===== src/rtl/tx_pacer_pkg.sv =====
// Shared types and widths for the transmit sample pacer.
// The pacer pulls I/Q samples from the modulator and plays them to the DUC at a fixed rate.
package tx_pacer_pkg;

  localparam int SAMPLE_W = 48;
  localparam int HALF_W   = 24;
  localparam int UCOUNT_W = 16;

  typedef enum logic [1:0] {
    ST_IDLE  = 2'd0,
    ST_PRIME = 2'd1,
    ST_RUN   = 2'd2
  } pacer_state_e;

  // Increment that sticks at all-ones instead of wrapping.
  function automatic logic [UCOUNT_W-1:0] sat_inc(input logic [UCOUNT_W-1:0] v);
    return (&v) ? v : v + 1'b1;
  endfunction

endpackage


===== src/rtl/tx_iq_fifo.sv =====
// Synchronous DEPTH x 48-bit sample FIFO with flush.
// Pointers carry one extra bit so that full and empty can be told apart.
module tx_iq_fifo
  import tx_pacer_pkg::*;
#(
  parameter int DEPTH = 8
) (
  input  logic                     clk,
  input  logic                     rst_n,
  input  logic                     flush,
  input  logic                     push,
  input  logic [SAMPLE_W-1:0]      wr_data,
  input  logic                     pop,
  output logic [SAMPLE_W-1:0]      rd_data,
  output logic [$clog2(DEPTH):0]   level,
  output logic                     full,
  output logic                     empty
);

  localparam int AW = $clog2(DEPTH);
  localparam logic [AW:0] DEPTH_L = (AW + 1)'(DEPTH);

  logic [SAMPLE_W-1:0] mem [DEPTH];
  logic [AW:0]         wr_ptr;
  logic [AW:0]         rd_ptr;
  logic                push_ok;
  logic                pop_ok;

  assign level   = wr_ptr - rd_ptr;
  assign full    = (level == DEPTH_L);
  assign empty   = (wr_ptr == rd_ptr);
  assign push_ok = push && !full && !flush;
  assign pop_ok  = pop && !empty && !flush;
  assign rd_data = mem[rd_ptr[AW-1:0]];

  always_ff @(posedge clk or negedge rst_n) begin
    if (!rst_n) begin
      wr_ptr <= '0;
      rd_ptr <= '0;
    end else if (flush) begin
      wr_ptr <= '0;
      rd_ptr <= '0;
    end else begin
      if (push_ok) wr_ptr <= wr_ptr + 1'b1;
      if (pop_ok)  rd_ptr <= rd_ptr + 1'b1;
    end
  end

  // Storage is not reset; only locations between the pointers are ever read.
  always_ff @(posedge clk) begin
    if (push_ok) mem[wr_ptr[AW-1:0]] <= wr_data;
  end

endmodule


===== src/rtl/tx_sample_pacer.sv =====
// Paces modulator I/Q samples out to the DUC, one every DIVIDE clocks, after a priming fill.
// Valid/ready: a sample transfers on any aclk edge where tvalid and tready are both high.
module tx_sample_pacer
  import tx_pacer_pkg::*;
#(
  parameter int DIVIDE = 640,
  parameter int DEPTH  = 8,
  parameter int PRIME  = 4
) (
  input  logic                     aclk,
  input  logic                     aresetn,
  input  logic                     tx_enable,
  input  logic [SAMPLE_W-1:0]      s_axis_txmod_tdata,
  input  logic                     s_axis_txmod_tvalid,
  output logic                     s_axis_txmod_tready,
  output logic [HALF_W-1:0]        dac_i,
  output logic [HALF_W-1:0]        dac_q,
  output logic                     sample_strobe,
  output logic [$clog2(DEPTH):0]   fifo_level,
  output logic [UCOUNT_W-1:0]      underflow_count,
  output logic                     running,
  output pacer_state_e             state_dbg
);

  localparam int LVL_W = $clog2(DEPTH) + 1;
  localparam int CNT_W = (DIVIDE > 1) ? $clog2(DIVIDE) : 1;
  localparam logic [CNT_W-1:0] CNT_LAST = CNT_W'(DIVIDE - 1);
  localparam logic [LVL_W:0]   PRIME_L  = (LVL_W + 1)'(PRIME);

  pacer_state_e        state;
  pacer_state_e        state_next;
  logic [CNT_W-1:0]    tick_cnt;
  logic                tick;
  logic                push;
  logic                pop;
  logic                fifo_full;
  logic                fifo_empty;
  logic [SAMPLE_W-1:0] head;
  logic [LVL_W:0]      level_after_push;
  logic                prime_hit;

  assign s_axis_txmod_tready = tx_enable && (state != ST_IDLE) && !fifo_full;
  assign push      = s_axis_txmod_tvalid && s_axis_txmod_tready;
  assign tick      = (state == ST_RUN) && (tick_cnt == CNT_LAST);
  assign pop       = tick && tx_enable && !fifo_empty;
  assign running   = (state == ST_RUN);
  assign state_dbg = state;

  // Playout starts on the same edge that brings the level up to the prime mark.
  assign level_after_push = {1'b0, fifo_level} + (LVL_W + 1)'(push);
  assign prime_hit        = (level_after_push >= PRIME_L);

  tx_iq_fifo #(
    .DEPTH (DEPTH)
  ) u_fifo (
    .clk     (aclk),
    .rst_n   (aresetn),
    .flush   (!tx_enable),
    .push    (push),
    .wr_data (s_axis_txmod_tdata),
    .pop     (pop),
    .rd_data (head),
    .level   (fifo_level),
    .full    (fifo_full),
    .empty   (fifo_empty)
  );

  always_ff @(posedge aclk or negedge aresetn) begin
    if (!aresetn) state <= ST_IDLE;
    else          state <= state_next;
  end

  always_comb begin
    state_next = state;
    if (!tx_enable) begin
      state_next = ST_IDLE;
    end else begin
      case (state)
        ST_IDLE:  state_next = ST_PRIME;
        ST_PRIME: if (prime_hit) state_next = ST_RUN;
        ST_RUN:   state_next = ST_RUN;
        default:  state_next = ST_IDLE;
      endcase
    end
  end

  always_ff @(posedge aclk or negedge aresetn) begin
    if (!aresetn) begin
      tick_cnt        <= '0;
      dac_i           <= '0;
      dac_q           <= '0;
      sample_strobe   <= 1'b0;
      underflow_count <= '0;
    end else begin
      sample_strobe <= 1'b0;
      if (!tx_enable) begin
        tick_cnt <= '0;
        dac_i    <= '0;
        dac_q    <= '0;
      end else if (state == ST_RUN) begin
        tick_cnt <= tick ? '0 : tick_cnt + 1'b1;
        if (tick) begin
          sample_strobe <= 1'b1;
          if (fifo_empty) begin
            // Starved tick: play silence rather than repeating the last sample.
            dac_i           <= '0;
            dac_q           <= '0;
            underflow_count <= sat_inc(underflow_count);
          end else begin
            dac_i <= head[SAMPLE_W-1:HALF_W];
            dac_q <= head[HALF_W-1:0];
          end
        end
      end else begin
        tick_cnt <= '0;
      end
    end
  end

endmodule


===== config.mk =====
export PLATFORM = sky130hd
export DESIGN_NAME = tx_sample_pacer
export DESIGN_NICKNAME = d
export VERILOG_FILES = /design/src/rtl/tx_pacer_pkg.sv /design/src/rtl/tx_iq_fifo.sv /design/src/rtl/tx_sample_pacer.sv
export SDC_FILE = /design/constraint.sdc
export NUM_CORES = 1
export LEC_CHECK = 0
export ABC_AREA = 1
export CAP_MARGIN = 25
export CORE_MARGIN = 10
export CORE_UTILIZATION = 49
export CTS_CLUSTER_DIAMETER = 150
export DETAILED_ROUTE_END_ITERATION = 10
export GPL_ROUTABILITY_DRIVEN = 1
export MAX_ROUTING_LAYER = met4
export PLACE_DENSITY = 0.67
export SKIP_LAST_GASP = 1
export SYNTH_ARGS = -nofsm -noshare
export SYNTH_HDL_FRONTEND = slang
export SYNTH_SLANG_ARGS = --single-unit

===== constraint.sdc =====
create_clock -name aclk -period 8.6 [get_ports aclk]
set_input_delay 2.15 -clock aclk [delete_from_list [all_inputs] [get_ports aclk]]
set_output_delay 2.15 -clock aclk [all_outputs]
set_load 0.01 [all_outputs]

==> metrics.yaml <==
insertion_delay_ns: 0.57
ys_top_cells_by_count: "edfxtp_1, nor2_1, nand2_1"
syn_inst: 1687
clkTransAtPathRegs_ns: 0.06
seq_area_frac_synth_pct: 71.3
gr-usage-all-layers_pct: 18.5
postCtsHoldBufs: 0
synth_top_cell_by_area: "edfxtp_1"
clock_sinks: 469
worst_slew_pin_slew_ns: 1.04
holdPathEnd: "tick_cnt[0]$_DFF_PN0_"
drcViolationCount: 0
antenna_found_initial: 7
clock.fmax_ghz: 0.160
grt.overflow.total: 0
fin_nets: 1851
fill_cells: 3063
dr_total_vias: 12500
run_status: "complete, no violations"
slew_violations: 0
drive_above_1_share_pct: 6.25
firstDrtPassIters: 5
r2r_end: "u_fifo.mem[0][31]$_DFFE_PP_"
crit_path_end_kind: "output port"
post-synth-top-count-cell: "edfxtp_1"
yosys_register_bits: 469
wl_um: 43000
cts_max_level: 2
io_pins: 125
finalSetupViolations: 0
seq_area_um2: 13700
max-slew-margin-rel_pct: 30.5
netlist.area_leader.share_pct: 60.2
clockBufferDepth: 3
port_buffers: 124
min_period_over_period_pct: 72.8
total_power_mw: 4.90
path_max_fanout: 14
hp-start: "tick_cnt[0]$_DFF_PN0_"
hold_class: "flop to flop"
p_leak_nw: 8.28
synthesis.area_um2: 19100
start_util_pct: 49.5
die_x_um: 218
core_area_um2: 38600
synth_edf_count: 384
avgSynthCellArea_um2: 11.3
multiInputGateArea_um2: 4910
wire_per_inst_um: 18.3
cts-root-buf: "clkbuf_16"
ys_types: 32
cts_tree: "yes"
timing_hold_violations_final: 0
worstSetupStartpointType: "input pin"
arrival_ns: 4.11
rsz0062_at_grt: "no"
num_rows: 72
grt_pass1_vias: 12400
cap_viol_max_count: 0
min_period_ns: 6.26
first_iter_violations: 1196
finalSetupTns_ns: 0
min_delay_path_depth: 1
syn_nets: 1752
finalClockSkew_ns: 0.0109
r2r-start: "u_fifo.rd_ptr[2]$_DFFE_PN0P_"
reg2regPathDepth: 11
required_ns: 6.45
via_per_inst: 5.34
cts_resized: 0
netlist_top_cells_area: "edfxtp_1, dfrtp_1, nor2_1, o21ai_0, nand2_1"
grt_max_degree: 117
grt_pass1_wl_um: 67300
ys.flop_type: "edfxtp_1"
gp_congestion: 0.786
ys_async_sr_fraction_pct: 18.1
syn_to_final_growth_pct: 17.0
die-area_um2: 47400
powerDensity_nw_per_um2: 219
cts_setup_buffers: 0
final_antenna_net_count: 0
vdd_ir_drop_max_uv: 160
die_h_um: 218
hpwl_um: 22100
cts_buffers: 47
reg2reg_setup_slack_ns: 4.43
path_class: "input pin to output port"
yosysWarnings: 0
## flip-flops by register name (all words and copies together), names as in the netlist
name / flops
underflow_count: 16
u_fifo.rd_ptr: 4
sample_strobe: 1
dac_q: 24
u_fifo.wr_ptr: 4
tick_cnt: 10
u_fifo.mem: 384
state_dbg: 2
dac_i: 24
## cells in the final DEF, fill, tap and decap left out, drive strengths merged
cell type	count
o21bai	1
clkdlybuf4s50	123
clkinvlp	2
diode	7
buf	21
ha	12
nor3	4
nand3b	1
fa	1
clkinv	16
dfrtp	85
a21oi	4
inv	44
xor2	3
o21ai	307
edfxtp	384
clkbuf	63
nor3b	4
xnor2	15
nor2	329
bufinv	6
nand3	82
nand4	2
nand2	316
## stage by stage
step	setup slack (ns)	area (um2)	utilization [%]	instances	hold slack [ns]
floorplan	2.20	19100	-	1687	0.433
global placement	2.37	20800	53.7	2253	0.448
detailed placement	2.35	20800	53.7	2253	0.452
CTS	2.33	22300	57.8	2341	0.460
global route	2.19	22400	57.9	2350	0.483
finish	2.34	22400	57.9	2350	0.458
## critical path: stages
cell and delay [ns]:
clkdlybuf4s50_1 0.80, inv_1 0.28, nor2_1 0.21, nand2_1 0.07, inv_1 0.05, clkdlybuf4s50_1 0.54
## routing by layer
| metal | vias to the layer above | wire, um | part of all wire, % | track usage (%) |
|---|---|---|---|---|
| li1 | 6011 | - | - | - |
| met1 | 6114 | 19400 | 45 | 24.1 |
| met2 | 359 | 20100 | 47 | 29.0 |
| met3 | 59 | 2750 | 6.4 | 3.58 |
| met4 | 0 | 761 | 1.8 | 5.64 |
| met5 | - | 0 | 0 | - |
## report_power, final
part           switching, mW  leakage, nW  internal [mW]
clock network          0.837        0.760           1.23
registers             0.0183         4.64           2.52
logic                  0.214         2.88         0.0878
total                   1.07         8.28           3.84
## worst max-delay path by stage
stage	end	slack, ns	start
global route	s_axis_txmod_tready	2.19	tx_enable
detailed placement	s_axis_txmod_tready	2.35	tx_enable
floorplan	u_fifo.mem[3][0]$_DFFE_PP_	2.20	tx_enable
global placement	s_axis_txmod_tready	2.37	tx_enable
CTS	s_axis_txmod_tready	2.33	tx_enable
finish	s_axis_txmod_tready	2.34	tx_enable
## final cells by class
type	instances	area share (%)
inverters	43	0.754
repair buffers	144	6.35
multi-input cells	1081	21.9
clock inverters	25	1.28
well taps	518	2.89
clock buffers	63	5.70
flip-flops and latches	469	61.0
diodes	7	0.0782
## kinds of logic (layout without fill, tap and decap cells)
group                      after synthesis  after routing  synth area share (%)
and+or+nand+nor                        738            738                  15.5
DFF                                    469            469                  71.3
AOI/OAI and AO/OA                      312            312                  8.17
buffers and inverters                  137            275                  3.31
xor gates and xnor gates                18             18                 0.823
adders and majority gates               13             13                 0.889
other                                    0              7                     0
No activity file was read; power rests on OpenSTA's default activity.
